File: src/rtl/ga_sync_irq_if.sv
// Bus bundle between the CRTC-side stimulus and the Gate Array sync/interrupt stage.
// master drives the CRTC sync, Z80 acknowledge and RMR write; slave returns the sync and interrupt outputs.
interface ga_sync_irq_if;
    logic       CLKEN;
    logic       HSYNC_I;
    logic       VSYNC_I;
    logic       IRQ_ACK;
    logic       RMR_WR;
    logic [7:0] RMR_DI;
    logic       INT;
    logic       HSYNC_O;
    logic       VSYNC_O;
    logic [1:0] MODE;
    logic       CSYNC;

    modport master (
        output CLKEN, HSYNC_I, VSYNC_I, IRQ_ACK, RMR_WR, RMR_DI,
        input  INT, HSYNC_O, VSYNC_O, MODE, CSYNC
    );

    modport slave (
        input  CLKEN, HSYNC_I, VSYNC_I, IRQ_ACK, RMR_WR, RMR_DI,
        output INT, HSYNC_O, VSYNC_O, MODE, CSYNC
    );
endinterface

File: src/rtl/ga_sync_irq.sv
// Gate Array sync/interrupt stage: monitor HSYNC/VSYNC, 52-line raster interrupt with VSYNC resync, latched MODE.
// Define GA_CSYNC_EN to build the registered composite sync output; otherwise CSYNC is tied low.
module ga_sync_irq #(
    parameter int INT_LINES = 52,
    parameter int VS_DELAY  = 2,
    parameter int VS_LEN    = 4
) (
    input  logic          CLOCK,
    input  logic          nRESET,
    ga_sync_irq_if.slave  bus
);
    localparam int DW = (VS_DELAY < 1) ? 1 : $clog2(VS_DELAY + 1);
    localparam int LW = (VS_LEN   < 1) ? 1 : $clog2(VS_LEN + 1);

    logic [3:0]    hsc_q, hsc_d;
    logic [5:0]    r52_q, r52_d;
    logic [DW-1:0] vs_delay_q, vs_delay_d;
    logic [LW-1:0] vs_cnt_q, vs_cnt_d;
    logic [1:0]    mode_pend_q, mode_pend_d;
    logic [1:0]    mode_q, mode_d;
    logic          hs_prev_q, hs_prev_d;
    logic          vs_prev_q, vs_prev_d;
    logic          int_q, int_d;
    logic          hsync_o_q, hsync_o_d;
    logic          vsync_o_q, vsync_o_d;
    logic          hs_fall, vs_rise, int_set;
    logic          unused_rmr_bits;

    assign unused_rmr_bits = ^{bus.RMR_DI[7:5], bus.RMR_DI[3:2]};

    assign hs_fall = bus.CLKEN & hs_prev_q & ~bus.HSYNC_I;
    assign vs_rise = bus.CLKEN & ~vs_prev_q & bus.VSYNC_I;

    always_comb begin
        hsc_d       = hsc_q;
        r52_d       = r52_q;
        vs_delay_d  = vs_delay_q;
        vs_cnt_d    = vs_cnt_q;
        mode_pend_d = mode_pend_q;
        mode_d      = mode_q;
        hs_prev_d   = hs_prev_q;
        vs_prev_d   = vs_prev_q;
        int_d       = int_q;
        hsync_o_d   = hsync_o_q;
        vsync_o_d   = vsync_o_q;
        int_set     = 1'b0;

        if (bus.CLKEN) begin
            hs_prev_d = bus.HSYNC_I;
            vs_prev_d = bus.VSYNC_I;
            if (!bus.HSYNC_I)
                hsc_d = 4'd0;
            else if (hsc_q != 4'hF)
                hsc_d = hsc_q + 4'd1;
            // 4-character pulse delayed by 2 characters, cut short if the CRTC pulse ends first
            hsync_o_d = bus.HSYNC_I && (hsc_q >= 4'd2) && (hsc_q <= 4'd5);
            if (hsync_o_d && !hsync_o_q)
                mode_d = mode_pend_q;
        end

        if (hs_fall) begin
            if (vs_cnt_q != '0) begin
                vs_cnt_d = vs_cnt_q - LW'(1);
                if (vs_cnt_q == LW'(1))
                    vsync_o_d = 1'b0;
            end
            if (vs_delay_q == DW'(1)) begin
                // VSYNC resync: the line counter restarts instead of counting this line
                int_set    = r52_q[5];
                r52_d      = 6'd0;
                vs_delay_d = '0;
                vsync_o_d  = 1'b1;
                vs_cnt_d   = LW'(VS_LEN);
            end else begin
                if (vs_delay_q != '0)
                    vs_delay_d = vs_delay_q - DW'(1);
                if (r52_q == 6'(INT_LINES - 1)) begin
                    r52_d   = 6'd0;
                    int_set = 1'b1;
                end else begin
                    r52_d = r52_q + 6'd1;
                end
            end
        end

        if (vs_rise)
            vs_delay_d = DW'(VS_DELAY);

        // An acknowledge losing to a same-edge set leaves INT high and r52 already cleared
        if (bus.IRQ_ACK && !int_set) begin
            int_d    = 1'b0;
            r52_d[5] = 1'b0;
        end
        if (int_set)
            int_d = 1'b1;

        if (bus.RMR_WR) begin
            mode_pend_d = bus.RMR_DI[1:0];
            if (bus.RMR_DI[4]) begin
                r52_d = 6'd0;
                int_d = 1'b0;
            end
        end
    end

    always_ff @(posedge CLOCK) begin
        if (!nRESET) begin
            hsc_q       <= 4'd0;
            r52_q       <= 6'd0;
            vs_delay_q  <= '0;
            vs_cnt_q    <= '0;
            mode_pend_q <= 2'd1;
            mode_q      <= 2'd1;
            hs_prev_q   <= 1'b0;
            vs_prev_q   <= 1'b0;
            int_q       <= 1'b0;
            hsync_o_q   <= 1'b0;
            vsync_o_q   <= 1'b0;
        end else begin
            hsc_q       <= hsc_d;
            r52_q       <= r52_d;
            vs_delay_q  <= vs_delay_d;
            vs_cnt_q    <= vs_cnt_d;
            mode_pend_q <= mode_pend_d;
            mode_q      <= mode_d;
            hs_prev_q   <= hs_prev_d;
            vs_prev_q   <= vs_prev_d;
            int_q       <= int_d;
            hsync_o_q   <= hsync_o_d;
            vsync_o_q   <= vsync_o_d;
        end
    end

`ifdef GA_CSYNC_EN
    logic csync_q;

    // XOR gives inverted horizontal serrations while VSYNC_O is active
    always_ff @(posedge CLOCK) begin
        if (!nRESET)
            csync_q <= 1'b0;
        else
            csync_q <= hsync_o_q ^ vsync_o_q;
    end

    assign bus.CSYNC = csync_q;
`else
    assign bus.CSYNC = 1'b0;
`endif

    assign bus.INT     = int_q;
    assign bus.HSYNC_O = hsync_o_q;
    assign bus.VSYNC_O = vsync_o_q;
    assign bus.MODE    = mode_q;
endmodule

File: src/flat_wrapper.sv
// flat-port wrapper written by rule: the top's interface ports become plain ports
module ga_sync_irq_flat 
#(
    parameter int INT_LINES = 52,
    parameter int VS_DELAY  = 2,
    parameter int VS_LEN    = 4
)
  (CLOCK, nRESET, bus_CLKEN, bus_HSYNC_I, bus_VSYNC_I, bus_IRQ_ACK, bus_RMR_WR, bus_RMR_DI, bus_INT, bus_HSYNC_O, bus_VSYNC_O, bus_MODE, bus_CSYNC);
  ga_sync_irq_if bus_i ();
  input  logic CLOCK;
  input  logic nRESET;
  input wire logic [$bits(bus_i.CLKEN)-1:0] bus_CLKEN;
  input wire logic [$bits(bus_i.HSYNC_I)-1:0] bus_HSYNC_I;
  input wire logic [$bits(bus_i.VSYNC_I)-1:0] bus_VSYNC_I;
  input wire logic [$bits(bus_i.IRQ_ACK)-1:0] bus_IRQ_ACK;
  input wire logic [$bits(bus_i.RMR_WR)-1:0] bus_RMR_WR;
  input wire logic [$bits(bus_i.RMR_DI)-1:0] bus_RMR_DI;
  output wire logic [$bits(bus_i.INT)-1:0] bus_INT;
  output wire logic [$bits(bus_i.HSYNC_O)-1:0] bus_HSYNC_O;
  output wire logic [$bits(bus_i.VSYNC_O)-1:0] bus_VSYNC_O;
  output wire logic [$bits(bus_i.MODE)-1:0] bus_MODE;
  output wire logic [$bits(bus_i.CSYNC)-1:0] bus_CSYNC;
  assign bus_i.CLKEN = bus_CLKEN;
  assign bus_i.HSYNC_I = bus_HSYNC_I;
  assign bus_i.VSYNC_I = bus_VSYNC_I;
  assign bus_i.IRQ_ACK = bus_IRQ_ACK;
  assign bus_i.RMR_WR = bus_RMR_WR;
  assign bus_i.RMR_DI = bus_RMR_DI;
  assign bus_INT = bus_i.INT;
  assign bus_HSYNC_O = bus_i.HSYNC_O;
  assign bus_VSYNC_O = bus_i.VSYNC_O;
  assign bus_MODE = bus_i.MODE;
  assign bus_CSYNC = bus_i.CSYNC;
  ga_sync_irq #(.INT_LINES(INT_LINES), .VS_DELAY(VS_DELAY), .VS_LEN(VS_LEN)) u_core (.CLOCK(CLOCK), .nRESET(nRESET), .bus(bus_i));
endmodule
File: config.mk
export PLATFORM = sky130hd
export DESIGN_NAME = ga_sync_irq_flat
export DESIGN_NICKNAME = d
export VERILOG_FILES = /design/src/rtl/ga_sync_irq_if.sv /design/src/rtl/ga_sync_irq.sv /design/src/flat_wrapper.sv
export SDC_FILE = /design/constraint.sdc
export NUM_CORES = 1
export LEC_CHECK = 0
export ABC_AREA = 0
export BUFFER_PORTS_ARGS = -buffer_cell sky130_fd_sc_hd__buf_2
export CORE_AREA = 2 2 45 57
export CTS_CLUSTER_DIAMETER = 50
export DETAILED_ROUTE_END_ITERATION = 8
export DIE_AREA = 0 0 47 59
export GPL_ROUTABILITY_DRIVEN = 0
export PLACE_DENSITY = 0.8
export SLEW_MARGIN = 20
export SYNTH_ARGS = -nofsm -noshare
export SYNTH_HDL_FRONTEND = slang
export SYNTH_SLANG_ARGS = --single-unit
File: constraint.sdc
create_clock -name CLOCK -period 4.2 [get_ports CLOCK]
set_input_delay 0.42 -clock CLOCK [delete_from_list [all_inputs] [get_ports CLOCK]]
set_output_delay 0.42 -clock CLOCK [all_outputs]
set_load 0.02 [all_outputs]
==> results of run 1 <==
[state kept, by name, indices dropped and copies added, names as in the netlist, 2 cells and up]
register and count:
u_core.r52_q 6, u_core.vs_cnt_q 3, u_core.vs_delay_q 2, u_core.bus.MODE 2, u_core.mode_pend_q 2, u_core.hsc_q 4
[per-stage QoR]
stage / util [%] / instance area (um2)
detailed placement: 61.50 / 1345
global route: 63.16 / 1381
floorplan: - / 1271
CTS: 63.16 / 1381
global placement: 61.50 / 1345
finish: 63.16 / 1381
[synth_stat cells, drive strengths merged]
cell type / count
nor2b: 6
o211ai: 2
nor2: 10
a21boi: 2
a22oi: 1
nand2: 17
inv: 7
a221oi: 1
clkbuf: 3
ha: 10
o31a: 1
o21a: 1
conb: 1
a2111oi: 2
nand3: 7
nor4bb: 1
a32o: 2
o21ai: 6
xor2: 4
nand3b: 2
a311oi: 1
nor3: 1
dfxtp: 24
and3: 2
o2bb2ai: 1
nand4: 3
and3b: 1
buf: 3
nand2b: 5
or4: 1
mux2i: 4
a21oi: 7
o311ai: 1
and2: 3
o21bai: 1
[logic make-up (layout without fill, tap and decap cells)]
| kind of cell | after synthesis | after routing | synth area share, % |
|---|---|---|---|
| AO/OA/AOI/OAI | 29 | 29 | 16.63 |
| flip-flops | 24 | 24 | 37.80 |
| XOR/XNOR | 4 | 4 | 2.756 |
| other | 1 | 1 | 0.2950 |
| AND/OR/NAND/NOR | 59 | 59 | 24.71 |
| adder cells (fa/ha/maj) | 10 | 10 | 9.843 |
| buffers and inverters | 13 | 25 | 4.823 |
| multiplexers | 4 | 4 | 3.150 |
[per-layer routing]
layer	part of all wire [%]	vias to the layer above	GRT usage, %
li1	-	522	-
met1	45	489	22.14
met2	51	16	30.33
met3	2.8	4	3.963
met4	1.3	0	7.540
met5	0	-	0
[final timing paths]
check | to | slack, ns | cells past startpoint
max | u_core.r52_q[4] | 2.48 | 5
min | u_core.r52_q[5] | 0.29 | 2
max reg2reg | u_core.r52_q[4] | 2.48 | 5
min reg2reg | u_core.bus.MODE[1] | 0.48 | 2
[worst max-delay path, cell delays in order, from the launching register on]
cell and delay, ns:
dfxtp_1 0.42, ha_1 0.21, nor4bb_1 0.42, a21oi_1 0.21, o21bai_1 0.27, nor2_1 0.08
[final cells by class]
cell class / count / area, um2 / area share (%)
multi-input cells: 107 / 729.5 / 52.81
flip-flops and latches: 24 / 480.5 / 34.78
repair buffers: 14 / 70.07 / 5.072
well taps: 31 / 38.79 / 2.808
clock buffers: 4 / 36.28 / 2.627
inverters: 7 / 26.28 / 1.902
[power breakdown]
part | total (uW) | internal, uW | switching, uW | leakage [uW]
clock network | 120 | 52.9 | 66.9 | 0.0000210
registers | 252 | 241 | 11.3 | 0.000195
logic | 94.5 | 42.6 | 51.9 | 0.000317
==> qor.json, run 1 <==
{
  "placement": {
    "detailedPlace.worstSlack_ns": 2.421,
    "placed_cells": 183,
    "detailed_place_hpwl_um": 1659,
    "io_buffers": 14
  },
  "yosys": {
    "yosys_warnings": 0,
    "post-synth-top-area-cell": "dfxtp_1",
    "netlist_instances": 144,
    "yosysSeqAreaShare_pct": 37.80,
    "syn-num-nets": 169,
    "ys_seq_elements": 24,
    "synth_top_area_share_pct": 37.80,
    "synth_area_per_cell_um2": 8.828,
    "post_synth_main_area_contributors": "dfxtp_1, ha_1, nand2_1, mux2i_1, nor2_1",
    "netlist_area_um2": 1271,
    "synthDistinctLibCells": 39
  },
  "timing": {
    "worstMarginPinSlew_ns": 0.5442,
    "period_minus_slack_ns": 1.721,
    "fmax_mhz": 581.2,
    "hold_violations": 0,
    "postLayoutSetupSlackWorst_ns": 2.479,
    "finalSetupTns_ns": 0,
    "setup-violations-final": 0,
    "final-max-slew-violation-count": 0,
    "finClkSkew_ns": 0.002238,
    "layout_worst_path_cycle_share_pct": 40.97,
    "worst_hold_slack_ns": 0.2924,
    "grt_setup_unrepaired": "false",
    "max_slew_margin_pct": 63.65
  },
  "hold_path": {
    "holdCritPathClass": "primary input to register",
    "min-delay-start": "bus_IRQ_ACK"
  },
  "power_and_ir_drop": {
    "report.power.total_uw": 466.7,
    "power_leakage_uw": 0.0005324,
    "peak_vdd_ir_uv": 247.5,
    "power_per_cell_area_nw_per_um2": 337.9
  },
  "final_layout": {
    "final_layout_fill_cell_count": 190,
    "post_route_cells_drive_above_1_share_pct": 13.46,
    "diodes": 0,
    "synthToLayoutAreaGrowth_pct": 8.661,
    "mostFrequentLayoutCell": "dfxtp_1",
    "finish.cell_count_without_fillers": 187,
    "total_number_of_nets_in_the_final_design": 182,
    "layout.cells.most_common_list": "dfxtp_1, nand2_1, buf_2"
  },
  "route": {
    "routedWlPerCell_um": 11.61,
    "route.antenna.remaining_nets": 0,
    "remaining_drc_errors": 0,
    "avgViaCountPerCell": 5.513,
    "firstDrtPassIters": 4,
    "drt-total-wl_um": 2171,
    "drtIter0Drc": 16,
    "routed-via-count": 1031
  },
  "clock_tree": {
    "cts_root_buffer": "clkbuf_4",
    "numCtsBuffers": 3,
    "cts_resized": 0,
    "cts-hold-fix-buffers": 0,
    "clkSinkCount": 24,
    "clk_pin_slew_worst_paths_ns": 0.13,
    "clock_path_buffers": 2,
    "clkLatencyLatePin_ns": 0.30,
    "post_cts.repair.setup_buffers": 0,
    "cts_tree": "built",
    "cts-htree-levels": 1
  },
  "worst_setup_path": {
    "critPathRequiredTime_ns": 4.40,
    "critical_path_class": "register to register",
    "crit_path_end_kind": "register",
    "crit_arrival_ns": 1.93,
    "critical_path.reg2reg.startpoint": "u_core.r52_q[0]",
    "launching_element_type_of_the_critical_path": "register",
    "critical_path.max_fanout": 5,
    "cp-startpoint": "u_core.r52_q[0]"
  },
  "global_route": {
    "wire_length_of_the_first_global_routing_pass_um": 3726,
    "grt_antenna_before_repair": 0,
    "track_usage_pct": 18.25,
    "first_global_vias": 903,
    "maximum_number_of_pins_on_one_net_before_global_route_repair": 19,
    "gr-total-overflow": 0
  },
  "die": {
    "core_area_um2": 2187,
    "die-height_um": 59,
    "std_cell_rows": 19,
    "floorplan.io_pins": 21,
    "floorplan.die_area_um2": 2773,
    "starting_density_pct": 58.12,
    "chipWidth_um": 47
  },
  "status": {
    "outcome": "completed"
  },
  "flow_run": {
    "cap_viol_max_count": 0
  }
}
Power figures use the tool's default switching activity.
==> inputs of run 2 (changes only) <==
- CORE_AREA: 2 2 45 57 -> 2 2 47 60
- DIE_AREA: 0 0 47 59 -> 0 0 49 62
- PLACE_DENSITY: 0.8 -> 0.74
- clock period: 4.2 -> 1.6 ns (I/O delays scaled with it)
==> qor.json, run 2 (synthesis results as in run 1) <==
{
  "timing": {
    "grt_setup_unrepaired": "true",
    "finClkSkew_ns": 0.01822,
    "fmax_mhz": 655.8,
    "hold_violations": 0,
    "period_minus_slack_ns": 1.525,
    "layout_worst_path_cycle_share_pct": 95.30,
    "postLayoutSetupSlackWorst_ns": 0.07517,
    "setup-violations-final": 0,
    "final-max-slew-violation-count": 0
  },
  "power_and_ir_drop": {
    "power_per_cell_area_nw_per_um2": 929.9,
    "power_leakage_uw": 0.0005717,
    "peak_vdd_ir_uv": 675.2
  },
  "placement": {
    "post_dp_cell_area_um2": 1394,
    "placed_cells": 192,
    "io_buffers": 14,
    "detailed_place_hpwl_um": 1835,
    "detailedPlace.worstSlack_ns": 0.01584
  },
  "final_layout": {
    "total_number_of_nets_in_the_final_design": 188,
    "final_layout_fill_cell_count": 244,
    "postLayoutCoreUtil_pct": 57.63,
    "final_cell_area_um2": 1469,
    "layout.cells.most_common_list": "dfxtp_1, nand2_1, buf_2",
    "finish.cell_count_without_fillers": 196,
    "largest_register_ff_count": 6,
    "post_route_cells_drive_above_1_share_pct": 17.90,
    "mostFrequentLayoutCell": "dfxtp_1",
    "area.sequential_um2": 480.5,
    "top_regs": "u_core.r52_q: 6 flops, u_core.hsc_q: 4 flops, u_core.vs_cnt_q: 3 flops",
    "max_flop_register": "u_core.r52_q",
    "synthToLayoutAreaGrowth_pct": 15.55,
    "diodes": 0,
    "multi_input_comb_area_um2": 752.0
  },
  "status": {
    "outcome": "completed"
  },
  "clock_tree": {
    "numCtsBuffers": 3,
    "post_cts.repair.setup_buffers": 0,
    "clock_path_buffers": 2,
    "cts_root_buffer": "clkbuf_4",
    "cts-hold-fix-buffers": 0,
    "cts_tree": "built",
    "clkSinkCount": 24,
    "cts_resized": 0,
    "clkLatencyLatePin_ns": 0.32,
    "clk_pin_slew_worst_paths_ns": 0.15,
    "cts-htree-levels": 1
  },
  "worst_setup_path": {
    "critical_path.reg2reg.startpoint": "u_core.r52_q[0]",
    "crit_arrival_ns": 1.76,
    "slowest_delay_ns": 0.42,
    "regToRegSetupSlack_ns": 0.08,
    "critical_path.n_buffers_inverters": 0,
    "critical_path.max_fanout": 3,
    "crit_path_end_kind": "register",
    "critical_path.top_delay_family": "compound AO/OA/AOI/OAI gates",
    "launching_element_type_of_the_critical_path": "register",
    "critPathRequiredTime_ns": 1.83,
    "critical_path_class": "register to register",
    "worstPathCellList": "ha_1 > nor4bb_2 > o211ai_1 > a221oi_2",
    "critPathSlowestCell": "nor4bb_2",
    "cp-startpoint": "u_core.r52_q[0]"
  },
  "route": {
    "remaining_drc_errors": 0,
    "avgViaCountPerCell": 5.301,
    "drtIter0Drc": 7,
    "routed-via-count": 1039,
    "firstDrtPassIters": 4,
    "drt-total-wl_um": 2388,
    "routedWlPerCell_um": 12.18,
    "route.antenna.remaining_nets": 0
  },
  "global_route": {
    "maximum_number_of_pins_on_one_net_before_global_route_repair": 19,
    "first_global_vias": 1030,
    "wire_length_of_the_first_global_routing_pass_um": 4160,
    "gr-total-overflow": 0,
    "grt_antenna_before_repair": 0,
    "track_usage_pct": 17.49
  },
  "flow_run": {
    "cap_viol_max_count": 0
  },
  "die": {
    "floorplan.die_area_um2": 3038,
    "starting_density_pct": 49.88,
    "std_cell_rows": 21,
    "die-height_um": 62,
    "chipWidth_um": 49,
    "core_area_um2": 2549,
    "floorplan.io_pins": 21
  },
  "hold_path": {
    "min-delay-start": "bus_IRQ_ACK",
    "holdCritPathClass": "primary input to register"
  }
}
[run 2: stage by stage]
| stage | power [uW] | setup TNS (ns) | hold WS (ns) |
|---|---|---|---|
| after CTS | 1374 | 0 | 0.02029 |
| after detailed placement | 937.0 | 0 | 0.3632 |
| final | 1366 | 0 | 0.03506 |
| after floorplan | 872.3 | 0 | 0.2489 |
| after global routing | 1450 | -0.2866 | 0.02410 |
| after global placement | 916.7 | 0 | 0.3570 |
[run 2: final timing paths]
check,endpoint,cells past startpoint
min,u_core.r52_q[5],2
min reg2reg,u_core.bus.MODE[1],2
max reg2reg,u_core.r52_q[5],4
max,u_core.r52_q[5],4
[run 2: routing by layer]
layer | GRT usage [%] | wire length, um | up-vias
met5 | 0 | 0 | -
met4 | 4.898 | 16 | 0
met3 | 2.871 | 65 | 2
met2 | 36.20 | 1261 | 19
met1 | 18.49 | 1045 | 483
li1 | - | - | 535
[run 2: final cells by class]
| type | instances | area share [%] |
|---|---|---|
| multi-input cells | 107 | 51.19 |
| flip-flops and latches | 24 | 32.71 |
| repair buffers | 20 | 7.836 |
| well taps | 34 | 2.896 |
| clock inverters | 1 | 2.044 |
| inverters | 7 | 1.789 |
| clock buffers | 3 | 1.533 |
[run 2: where the power goes]
group | internal, uW | leakage [uW] | switching, uW
Sequential | 633 | 0.000195 | 29.7
Clock | 253 | 0.0000279 | 189
Combinational | 119 | 0.000349 | 142
==> inputs of run 3 (changes only) <==
- ABC_AREA: 0 -> 1
==> qor.json, run 3 <==
{
  "clock_tree": {
    "clkSinkCount": 24,
    "cts_tree": "built",
    "cts_root_buffer": "clkbuf_4",
    "post_cts.repair.setup_buffers": 0,
    "clk_pin_slew_worst_paths_ns": 0.13,
    "cts-htree-levels": 1,
    "clkLatencyLatePin_ns": 0.31,
    "clock_path_buffers": 2,
    "cts-hold-fix-buffers": 0,
    "cts_resized": 0,
    "numCtsBuffers": 3
  },
  "timing": {
    "layout_worst_path_cycle_share_pct": 88.01,
    "setup-violations-final": 0,
    "finClkSkew_ns": 0.002667,
    "period_minus_slack_ns": 1.408,
    "final-max-slew-violation-count": 0,
    "grt_setup_unrepaired": "false",
    "fmax_mhz": 710.1,
    "hold_violations": 0,
    "postLayoutSetupSlackWorst_ns": 0.1918,
    "finalSetupTns_ns": 0
  },
  "die": {
    "chipWidth_um": 49,
    "floorplan.die_area_um2": 3038,
    "starting_density_pct": 50.42,
    "die-height_um": 62,
    "floorplan.io_pins": 21,
    "core_area_um2": 2549,
    "std_cell_rows": 21
  },
  "placement": {
    "detailedPlace.worstSlack_ns": 0.2308,
    "placed_cells": 229,
    "detailed_place_hpwl_um": 2036,
    "post_dp_cell_area_um2": 1375,
    "io_buffers": 14
  },
  "final_layout": {
    "layout.cells.most_common_list": "nand2_1, inv_1, dfxtp_1",
    "largest_register_ff_count": 6,
    "post_route_cells_drive_above_1_share_pct": 13.13,
    "top_regs": "u_core.r52_q: 6 flops, u_core.hsc_q: 4 flops, u_core.vs_cnt_q: 3 flops",
    "diodes": 0,
    "total_number_of_nets_in_the_final_design": 225,
    "finish.cell_count_without_fillers": 232,
    "final_cell_area_um2": 1398,
    "synthToLayoutAreaGrowth_pct": 8.763,
    "mostFrequentLayoutCell": "nand2_1",
    "max_flop_register": "u_core.r52_q"
  },
  "worst_setup_path": {
    "critical_path_class": "register to register",
    "regToRegEndpoint": "u_core.vs_cnt_q[1]",
    "critical_path.max_fanout": 5,
    "launching_element_type_of_the_critical_path": "register",
    "reg2reg_depth": 8,
    "regToRegSetupSlack_ns": 0.19,
    "crit_path_end_kind": "register",
    "worstPathCellList": "inv_1 > ha_1 > inv_1 > nand3_1 > nand2_1 > clkinv_1 > nor2_1 > o21a_1",
    "timing.critical_path.mode_cell": "inv_1",
    "critPathRequiredTime_ns": 1.87,
    "critPathSlowestCell": "dfxtp_1",
    "critical_path.reg2reg.startpoint": "u_core.vs_delay_q[1]",
    "crit_arrival_ns": 1.68,
    "slowest_delay_ns": 0.36
  },
  "yosys": {
    "ys_seq_elements": 24,
    "post_synth_main_area_contributors": "dfxtp_1, nand2_1, ha_1, inv_1, a21oi_1",
    "syn-num-nets": 209,
    "post-synth-top-area-cell": "dfxtp_1",
    "synth_edf_count": 0,
    "synth_top_area_share_pct": 37.39,
    "synth_top_flop_cell": "dfxtp_1",
    "yosys-top-cells-count": "nand2_1, inv_1, dfxtp_1",
    "ys_async_sr_fraction_pct": 0,
    "synthDistinctLibCells": 24,
    "yosys.cell_count.top_type": "nand2_1",
    "yosysSeqAreaShare_pct": 37.39,
    "yosys_warnings": 0,
    "netlist_area_um2": 1285,
    "synth_area_per_cell_um2": 6.984,
    "netlist_instances": 184
  },
  "power_and_ir_drop": {
    "power_leakage_uw": 0.0006239,
    "peak_vdd_ir_uv": 353.0,
    "power_per_cell_area_nw_per_um2": 695.2,
    "report.power.total_uw": 971.6
  },
  "hold_path": {
    "whs_path_depth": 3,
    "min_to": "u_core.mode_pend_q[0]",
    "holdCritPathClass": "primary input to register",
    "min-delay-start": "bus_RMR_DI[0]"
  },
  "route": {
    "drtIter0Drc": 24,
    "route.antenna.remaining_nets": 0,
    "firstDrtPassIters": 4,
    "drt-total-wl_um": 2530,
    "avgViaCountPerCell": 5.039,
    "routedWlPerCell_um": 10.91,
    "remaining_drc_errors": 0,
    "routed-via-count": 1169
  },
  "global_route": {
    "wire_length_of_the_first_global_routing_pass_um": 4174,
    "gr-total-overflow": 0,
    "grt_use_met1_pct": 18.06,
    "grt.met3_usage_pct": 2.871,
    "busiest_layer": "met2",
    "maximum_number_of_pins_on_one_net_before_global_route_repair": 13,
    "grt_use_met2_pct": 37.57,
    "first_global_vias": 1059,
    "grt_antenna_before_repair": 0,
    "track_usage_pct": 18.12
  },
  "status": {
    "outcome": "completed"
  },
  "flow_run": {
    "cap_viol_max_count": 0
  }
}
[run 3: cell count changes in the layout (fill, tap and decap cells not counted), sizes merged, moves of 5 or more]
cell / change
nor2b: -6
buf: -6
nand2b: -5
nand3: +11
nor2: +13
nand2: +26
a21oi: +10
inv: +19
[run 3: cell families (layout without fill, tap and decap cells)]
logic type / count (synthesis) / in the layout / share of synthesized area [%]
AND/OR/NAND/NOR: 91 / 91 / 31.35
AO/OA/AOI/OAI: 27 / 27 / 10.91
buffers and inverters: 30 / 44 / 9.639
XOR/XNOR: 1 / 1 / 0.6817
other: 1 / 1 / 0.2918
adder cells (fa/ha/maj): 10 / 10 / 9.737
flip-flops: 24 / 24 / 37.39
[run 3: worst max path at each step]
| stage | from | end | slack (ns) | depth (start not counted) |
|---|---|---|---|---|
| after floorplan | u_core.vs_delay_q[1] | u_core.vs_cnt_q[1] | 0.39 | 8 |
| after global placement | u_core.vs_delay_q[1] | u_core.vs_cnt_q[1] | 0.28 | 8 |
| after detailed placement | u_core.vs_delay_q[1] | u_core.vs_cnt_q[1] | 0.23 | 8 |
| after CTS | u_core.vs_delay_q[1] | u_core.vs_cnt_q[1] | 0.21 | 8 |
| after global routing | u_core.vs_delay_q[1] | u_core.vs_cnt_q[1] | 0.03 | 8 |
| final | u_core.vs_delay_q[1] | u_core.vs_cnt_q[1] | 0.19 | 8 |
[run 3: critical path: cells and delay by family (launching register included)]
kind | cells | cell delay (ns)
adders and majority gates | 1 | 0.24
AOI/OAI and AO/OA | 1 | 0.12
buffers and inverters | 3 | 0.30
and+or+nand+nor | 3 | 0.33
DFF | 1 | 0.36
[run 3: stage by stage]
stage | hold WS, ns | util, %
floorplan | 0.2821 | -
finish | 0.06146 | 54.84
detailed placement | 0.3871 | 53.95
global placement | 0.3786 | 53.95
CTS | 0.05471 | 54.84
global route | 0.05969 | 54.84
[run 3: where the power goes]
part | internal [uW] | total, uW | switching, uW
Clock | 88.0 | 265 | 177
Combinational | 30.6 | 87.3 | 56.7
Sequential | 610 | 619 | 8.74
[run 3: layer usage]
| metal | up-vias | wire length, um |
|---|---|---|
| li1 | 611 | - |
| met1 | 540 | 1027 |
| met2 | 14 | 1437 |
| met3 | 4 | 39 |
| met4 | 0 | 27 |
| met5 | - | 0 |
[run 3: cell type report]
class | count | area (um2)
Tap cell | 34 | 42.54
Clock buffer | 3 | 22.52
Inverter | 27 | 101.3
Sequential cell | 24 | 480.5
Timing Repair Buffer | 14 | 70.07
Fill cell | 273 | 1151
Multi-Input combinational cell | 130 | 680.7
